<file path="config.mk">
export PLATFORM = sky130hd
export DESIGN_NAME = itcm_arbiter
export DESIGN_NICKNAME = d
export VERILOG_FILES = /design/src/rtl/itcm_arbiter_pkg.sv /design/src/rtl/itcm_rsp_buf.sv /design/src/rtl/itcm_arbiter.sv
export SDC_FILE = /design/constraint.sdc
export NUM_CORES = 1
export LEC_CHECK = 0
export BUFFER_PORTS_ARGS = -buffer_cell sky130_fd_sc_hd__buf_2
export CAP_MARGIN = 20
export CORE_AREA = 2 2 138 140
export DETAILED_ROUTE_END_ITERATION = 7
export DIE_AREA = 0 0 140 142
export PLACE_DENSITY = 0.67
export RECOVER_POWER = 50
export SYNTH_ARGS = -nofsm -noshare
export SYNTH_HDL_FRONTEND = slang
export SYNTH_SLANG_ARGS = --single-unit
</file>
<file path="constraint.sdc">
create_clock -name clk -period 2.6 [get_ports clk]
set_clock_uncertainty 0.1 [all_clocks]
set_input_delay 0.13 -clock clk [delete_from_list [all_inputs] [get_ports clk]]
set_output_delay 0.13 -clock clk [all_outputs]
set_load 0.01 [all_outputs]
</file>
<file path="src/rtl/itcm_arbiter_pkg.sv">
// Shared ITCM arbiter constants: port indices, address width,
// and the default IFU starvation threshold.
package itcm_arbiter_pkg;
  localparam int ITCM_ADDR_WIDTH  = 16;
  localparam int STARVE_LIMIT_DEF = 8;
  localparam int NPORTS           = 3;
  localparam int PORT_IFU         = 0;
  localparam int PORT_LSU         = 1;
  localparam int PORT_DBG         = 2;
endpackage

</file>
<file path="src/rtl/itcm_rsp_buf.sv">
// One-entry ITCM response buffer: passes the RAM word through in the
// cycle after a grant and parks it here if the consumer stalls.
module itcm_rsp_buf (
  input  logic        clk,
  input  logic        rst_n,
  input  logic        in_valid,
  input  logic [31:0] in_data,
  output logic        rsp_valid,
  input  logic        rsp_ready,
  output logic [31:0] rsp_rdata
);

  logic        buf_v_q, buf_v_d;
  logic [31:0] buf_d_q, buf_d_d;

  always_comb begin
    buf_v_d   = buf_v_q;
    buf_d_d   = buf_d_q;
    rsp_valid = buf_v_q | in_valid;
    rsp_rdata = '0;
    if (buf_v_q) begin
      rsp_rdata = buf_d_q;
      buf_v_d   = ~rsp_ready;
    end else if (in_valid) begin
      rsp_rdata = in_data;
      if (!rsp_ready) begin
        buf_v_d = 1'b1;
        buf_d_d = in_data;
      end
    end
  end

  always_ff @(posedge clk or negedge rst_n) begin
    if (!rst_n) begin
      buf_v_q <= 1'b0;
      buf_d_q <= '0;
    end else begin
      buf_v_q <= buf_v_d;
      buf_d_q <= buf_d_d;
    end
  end

endmodule

</file>
<file path="src/rtl/itcm_arbiter.sv">
// Three-port (ifu/lsu/dbg) ITCM arbiter with fixed priority, per-port
// response buffering and an IFU anti-starvation boost.
module itcm_arbiter
  import itcm_arbiter_pkg::*;
#(
  parameter int ADDR_WIDTH   = ITCM_ADDR_WIDTH,
  parameter int STARVE_LIMIT = STARVE_LIMIT_DEF
) (
  input  logic                  clk,
  input  logic                  rst_n,
  input  logic                  ifu_req_valid,
  output logic                  ifu_req_ready,
  input  logic [ADDR_WIDTH-1:0] ifu_req_addr,
  input  logic                  ifu_req_we,
  input  logic [3:0]            ifu_req_be,
  input  logic [31:0]           ifu_req_wdata,
  output logic                  ifu_rsp_valid,
  input  logic                  ifu_rsp_ready,
  output logic [31:0]           ifu_rsp_rdata,
  input  logic                  lsu_req_valid,
  output logic                  lsu_req_ready,
  input  logic [ADDR_WIDTH-1:0] lsu_req_addr,
  input  logic                  lsu_req_we,
  input  logic [3:0]            lsu_req_be,
  input  logic [31:0]           lsu_req_wdata,
  output logic                  lsu_rsp_valid,
  input  logic                  lsu_rsp_ready,
  output logic [31:0]           lsu_rsp_rdata,
  input  logic                  dbg_req_valid,
  output logic                  dbg_req_ready,
  input  logic [ADDR_WIDTH-1:0] dbg_req_addr,
  input  logic                  dbg_req_we,
  input  logic [3:0]            dbg_req_be,
  input  logic [31:0]           dbg_req_wdata,
  output logic                  dbg_rsp_valid,
  input  logic                  dbg_rsp_ready,
  output logic [31:0]           dbg_rsp_rdata,
  output logic                  ram_cs,
  output logic                  ram_we,
  output logic [3:0]            ram_be,
  output logic [ADDR_WIDTH-3:0] ram_addr,
  output logic [31:0]           ram_wdata,
  input  logic [31:0]           ram_rdata
);

  localparam int CW = $clog2(STARVE_LIMIT + 1);

  logic [NPORTS-1:0] req_v, rsp_r, rsp_v;
  logic [NPORTS-1:0] elig, cand, gnt;
  logic [NPORTS-1:0] infl_q, infl_d;
  logic              we_q, we_d;
  logic [CW-1:0]     cnt_q, cnt_d;
  logic              boost;
  logic [31:0]       rsp_rd [NPORTS];
  logic [31:0]       in_data;
  logic              unused_addr_lo;

  assign req_v = {dbg_req_valid, lsu_req_valid, ifu_req_valid};
  assign rsp_r = {dbg_rsp_ready, lsu_rsp_ready, ifu_rsp_ready};

  // A port may issue again only once its previous response leaves.
  assign elig  = ~rsp_v | rsp_r;
  assign cand  = req_v & elig & {NPORTS{rst_n}};
  assign boost = (cnt_q == CW'(STARVE_LIMIT));

  always_comb begin
    gnt = '0;
    priority case (1'b1)
      boost && cand[PORT_IFU]: gnt[PORT_IFU] = 1'b1;
      cand[PORT_DBG]:          gnt[PORT_DBG] = 1'b1;
      cand[PORT_LSU]:          gnt[PORT_LSU] = 1'b1;
      cand[PORT_IFU]:          gnt[PORT_IFU] = 1'b1;
      default: ;
    endcase
  end

  always_comb begin
    ram_cs    = 1'b0;
    ram_we    = 1'b0;
    ram_be    = '0;
    ram_addr  = '0;
    ram_wdata = '0;
    unique case (1'b1)
      gnt[PORT_DBG]: begin
        ram_cs    = 1'b1;
        ram_we    = dbg_req_we;
        ram_be    = dbg_req_be;
        ram_addr  = dbg_req_addr[ADDR_WIDTH-1:2];
        ram_wdata = dbg_req_wdata;
      end
      gnt[PORT_LSU]: begin
        ram_cs    = 1'b1;
        ram_we    = lsu_req_we;
        ram_be    = lsu_req_be;
        ram_addr  = lsu_req_addr[ADDR_WIDTH-1:2];
        ram_wdata = lsu_req_wdata;
      end
      gnt[PORT_IFU]: begin
        ram_cs    = 1'b1;
        ram_we    = ifu_req_we;
        ram_be    = ifu_req_be;
        ram_addr  = ifu_req_addr[ADDR_WIDTH-1:2];
        ram_wdata = ifu_req_wdata;
      end
      default: ;
    endcase
  end

  assign unused_addr_lo = ^{ifu_req_addr[1:0], lsu_req_addr[1:0],
                            dbg_req_addr[1:0]};

  assign ifu_req_ready = gnt[PORT_IFU];
  assign lsu_req_ready = gnt[PORT_LSU];
  assign dbg_req_ready = gnt[PORT_DBG];

  always_comb begin
    infl_d = gnt;
    we_d   = ram_we;
    cnt_d  = cnt_q;
    if (!ifu_req_valid || gnt[PORT_IFU]) begin
      cnt_d = '0;
    end else if (!boost) begin
      cnt_d = cnt_q + CW'(1);
    end
  end

  always_ff @(posedge clk or negedge rst_n) begin
    if (!rst_n) begin
      infl_q <= '0;
      we_q   <= 1'b0;
      cnt_q  <= '0;
    end else begin
      infl_q <= infl_d;
      we_q   <= we_d;
      cnt_q  <= cnt_d;
    end
  end

  assign in_data = we_q ? 32'h0 : ram_rdata;

  for (genvar p = 0; p < NPORTS; p++) begin : g_buf
    itcm_rsp_buf u_buf (
      .clk       (clk),
      .rst_n     (rst_n),
      .in_valid  (infl_q[p]),
      .in_data   (in_data),
      .rsp_valid (rsp_v[p]),
      .rsp_ready (rsp_r[p]),
      .rsp_rdata (rsp_rd[p])
    );
  end

  assign ifu_rsp_valid = rsp_v[PORT_IFU];
  assign lsu_rsp_valid = rsp_v[PORT_LSU];
  assign dbg_rsp_valid = rsp_v[PORT_DBG];
  assign ifu_rsp_rdata = rsp_rd[PORT_IFU];
  assign lsu_rsp_rdata = rsp_rd[PORT_LSU];
  assign dbg_rsp_rdata = rsp_rd[PORT_DBG];

endmodule

</file>
==> results.md <==
* Outcome: finished with violations
* Failing checks: design-rule violations
* Crit-path cells: inv_1 -> ha_1 -> nand3b_1 -> a21oi_4 -> buf_12 -> o2bb2ai_1 -> buf_2
* # port buffers at 346
* Seq cells post-synth at 107
* Global route overflow at 0
* Syn Nets at 933
* Area delta synth->final at 33.87%
* Yosys top cell area share at 39.78%
* Period utilization at 95.65%
* Pre-antenna DRT Iters at 8
* CP max stage delay at 0.40 ns
* Area contributors post-synth: dfrtp_1 40%, o21ai_0 9.3%, o2bb2ai_2 8.9%
* Fillers at 1814
* Highest-delay cell along the critical path: dfrtp_1
* Kind of critical path: reg -> out
* Wire length on met3 at 1579 µm
* Worst-path maximum fanout at 39
* Post-synthesis cell count at 732
* Vias in the first global route at 6221
* Main flop type after synthesis: dfrtp_1
* Routed wire per std cell at 18.82 µm
* Setup slack after layout at 0.1132 ns
* Max Freq at 402.1 MHz
* Ys async rst share at 100.0%
* Synth Cell Area at 0.006731 mm²
* Layout cell share with drive strength beyond 1 at 41.37%
* Relative slew slack at 35.51%
* GPL Wtd Cong at 0.8166
* WL met1 at 9981 µm
* Crit end category: primary output
* Number of nets with antenna violations after routing at 0
* Met2 Wirelength at 12080 µm
* Core area at 0.01846 mm²
* Final hold slack at 0.04747 ns
* Final min period at 2.487 ns
* Register area share after synthesis at 39.78%
* Commonest cells post-synth: 133 x nand2_1, 125 x o21ai_0, 107 x dfrtp_1
* TritonCTS clock tree: built
* Data required, critical path at 2.37 ns
* All-Layer GR Usage at 23.52%
* Critical Path AT at 2.26 ns
* Site Rows at 50
* WL final at 24280 µm
* Post-synthesis average cell area at 9.196 µm²
* Root Driver: clkbuf_16
* Crit-path leading delay family: buffers and inverters
* H-tree Lvls at 3
* Lkg Pwr at 4.951 nW
* DRC Markers at 38
* Top Metal Used: met4
* Post-synth cell types at 33
* Final nets at 1250
* Syn. warnings at 0
* DP HPWL at 18300 µm
* Post-synth EDFFs at 0
* Drt via density at 5.186
* TritonCTS Buffers at 9
* I/O pin count at 353
* Min-Delay Path Class: in -> reg
* Die Span X at 140 µm
* Largest net degree at the start of global routing at 65
* First-pass GRT wire length at 36280 µm
* Hold Vio Cnt, Final at 0
* Antenna violations before repair at 4
* Non-Filler Instances at 1290
* Clock Sinks at 107
* Number of endpoints failing setup at the final stage at 0
* Dpl ws at 0.4897 ns
* Initial core utilization at 36.47%
* Pwr Density at 564.4 mW/mm²
* Util after Layout at 48.83%
* Top-count cell post-synth: nand2_1
* Detailed-route via count at 6690
* Final Slew Violations at 0
* MaxCap Viol Count at 0
* Dpl cells at 1263
* Type of origin of the critical path: flip-flop
* Worst-skew pair later-pin latency at 0.33 ns
* Die Y at 142 µm
* Initial drt markers at 306
* Setup TNS Final at 0 ns
* Max rail drop VDD at 0.3872 mV
* CTS clock-pin slew for the worst setup and hold paths at 0.08 ns
* Crit path buf inv count at 3
* Slew @ Worst Pin at 0.9674 ns
* Max Buffers Root-to-Sink at 2
* Full die area at 0.01988 mm²
* Cell taking the most area after synthesis: dfrtp_1
==> worst register-to-register path: stages (launching register included) <==
cell      delay (ns)
dfrtp_1         0.38
nand2b_1        0.21
or2_0           0.63
clkbuf_4        0.63
o21ai_0         0.20
==> through the flow <==
stage / cell area [µm²] / power, mW
3_3_place_gp: 8640 / 3.673
2_1_floorplan: 6731 / 3.056
3_5_place_dp: 8640 / 3.723
5_1_grt: 9009 / 5.392
6_report: 9011 / 5.086
4_1_cts: 8987 / 5.135
==> power breakdown <==
part           internal [mW]  switching (mW)
clock network          0.763           0.645
logic                  0.616           0.819
registers               2.04           0.207
==> layout make-up <==
cell class | instances | area (µm²) | area share (%)
multi-input cells | 547 | 3697 | 41.03
flip-flops and latches | 107 | 2678 | 29.71
repair buffers | 379 | 2012 | 22.33
well taps | 234 | 292.8 | 3.249
clock buffers | 9 | 225.2 | 2.499
clock inverters | 7 | 82.58 | 0.9164
inverters | 5 | 18.77 | 0.2083
diodes | 2 | 5.005 | 0.05554
==> cells in the final DEF (no fill, tap or decap), types with 3 or more instances in the layout <==
master	instances
buf_2	343
nand2_1	133
o21ai_0	126
dfrtp_1	107
a22o_1	62
and3_1	51
mux2i_1	51
o2bb2ai_2	40
nand2b_1	35
buf_4	22
o2bb2ai_1	11
clkbuf_16	9
nor2_1	7
inv_1	5
dlygate4sd3_1	5
o21ai_1	4
nand3_1	3
or2_2	3
clkbuf_1	3
==> final timing paths <==
kind,depth (start not counted),startpoint,slack (ns),endpoint
worst max-delay path,7,cnt_q[0]$_DFFE_PN0P_,0.11,ram_addr[10]
worst min-delay path,3,ram_rdata[15],0.05,g_buf[2].u_buf.buf_d_q[15]$_DFFE_PN0P_
worst max register to register,4,g_buf[2].u_buf.buf_v_q$_DFF_PN0_,0.31,g_buf[2].u_buf.buf_d_q[19]$_DFFE_PN0P_
worst min register to register,2,g_buf[2].u_buf.buf_d_q[30]$_DFFE_PN0P_,0.38,g_buf[2].u_buf.buf_d_q[30]$_DFFE_PN0P_
max in group asynchronous,4,rst_n,0.88,g_buf[0].u_buf.buf_d_q[2]$_DFFE_PN0P_
min in group asynchronous,3,rst_n,0.53,g_buf[2].u_buf.buf_d_q[30]$_DFFE_PN0P_
==> cells by family after synthesis <==
kind of cell,share of synthesized area (%)
AO/OA/AOI/OAI,28.88
XOR/XNOR,0.3904
adder cells (fa/ha/maj),0.3717
buffers and inverters,5.650
flip-flops,39.78
multiplexers,7.584
AND/OR/NAND/NOR,17.34
==> sequential cells by signal, indices dropped and copies added, names as in the netlist <==
name                 count
infl_q                   3
g_buf.u_buf.buf_d_q     96
g_buf.u_buf.buf_v_q      3
we_q                     1
cnt_q                    4
==> layer usage <==
metal,vias to the layer above,global-route usage (%)
met1,3117,29.57
met5,-,0
li1,3255,-
met2,286,41.77
met3,32,3.970
met4,0,6.911
==> timing repair <==
action                     in CTS  in global routing
hold endpoints to repair       15                  1
buffers inserted                0                  2
resized for setup               0                  1
hold buffers                    4                  1
setup endpoints to repair       0                  1
(Power assumes the default switching activity.)
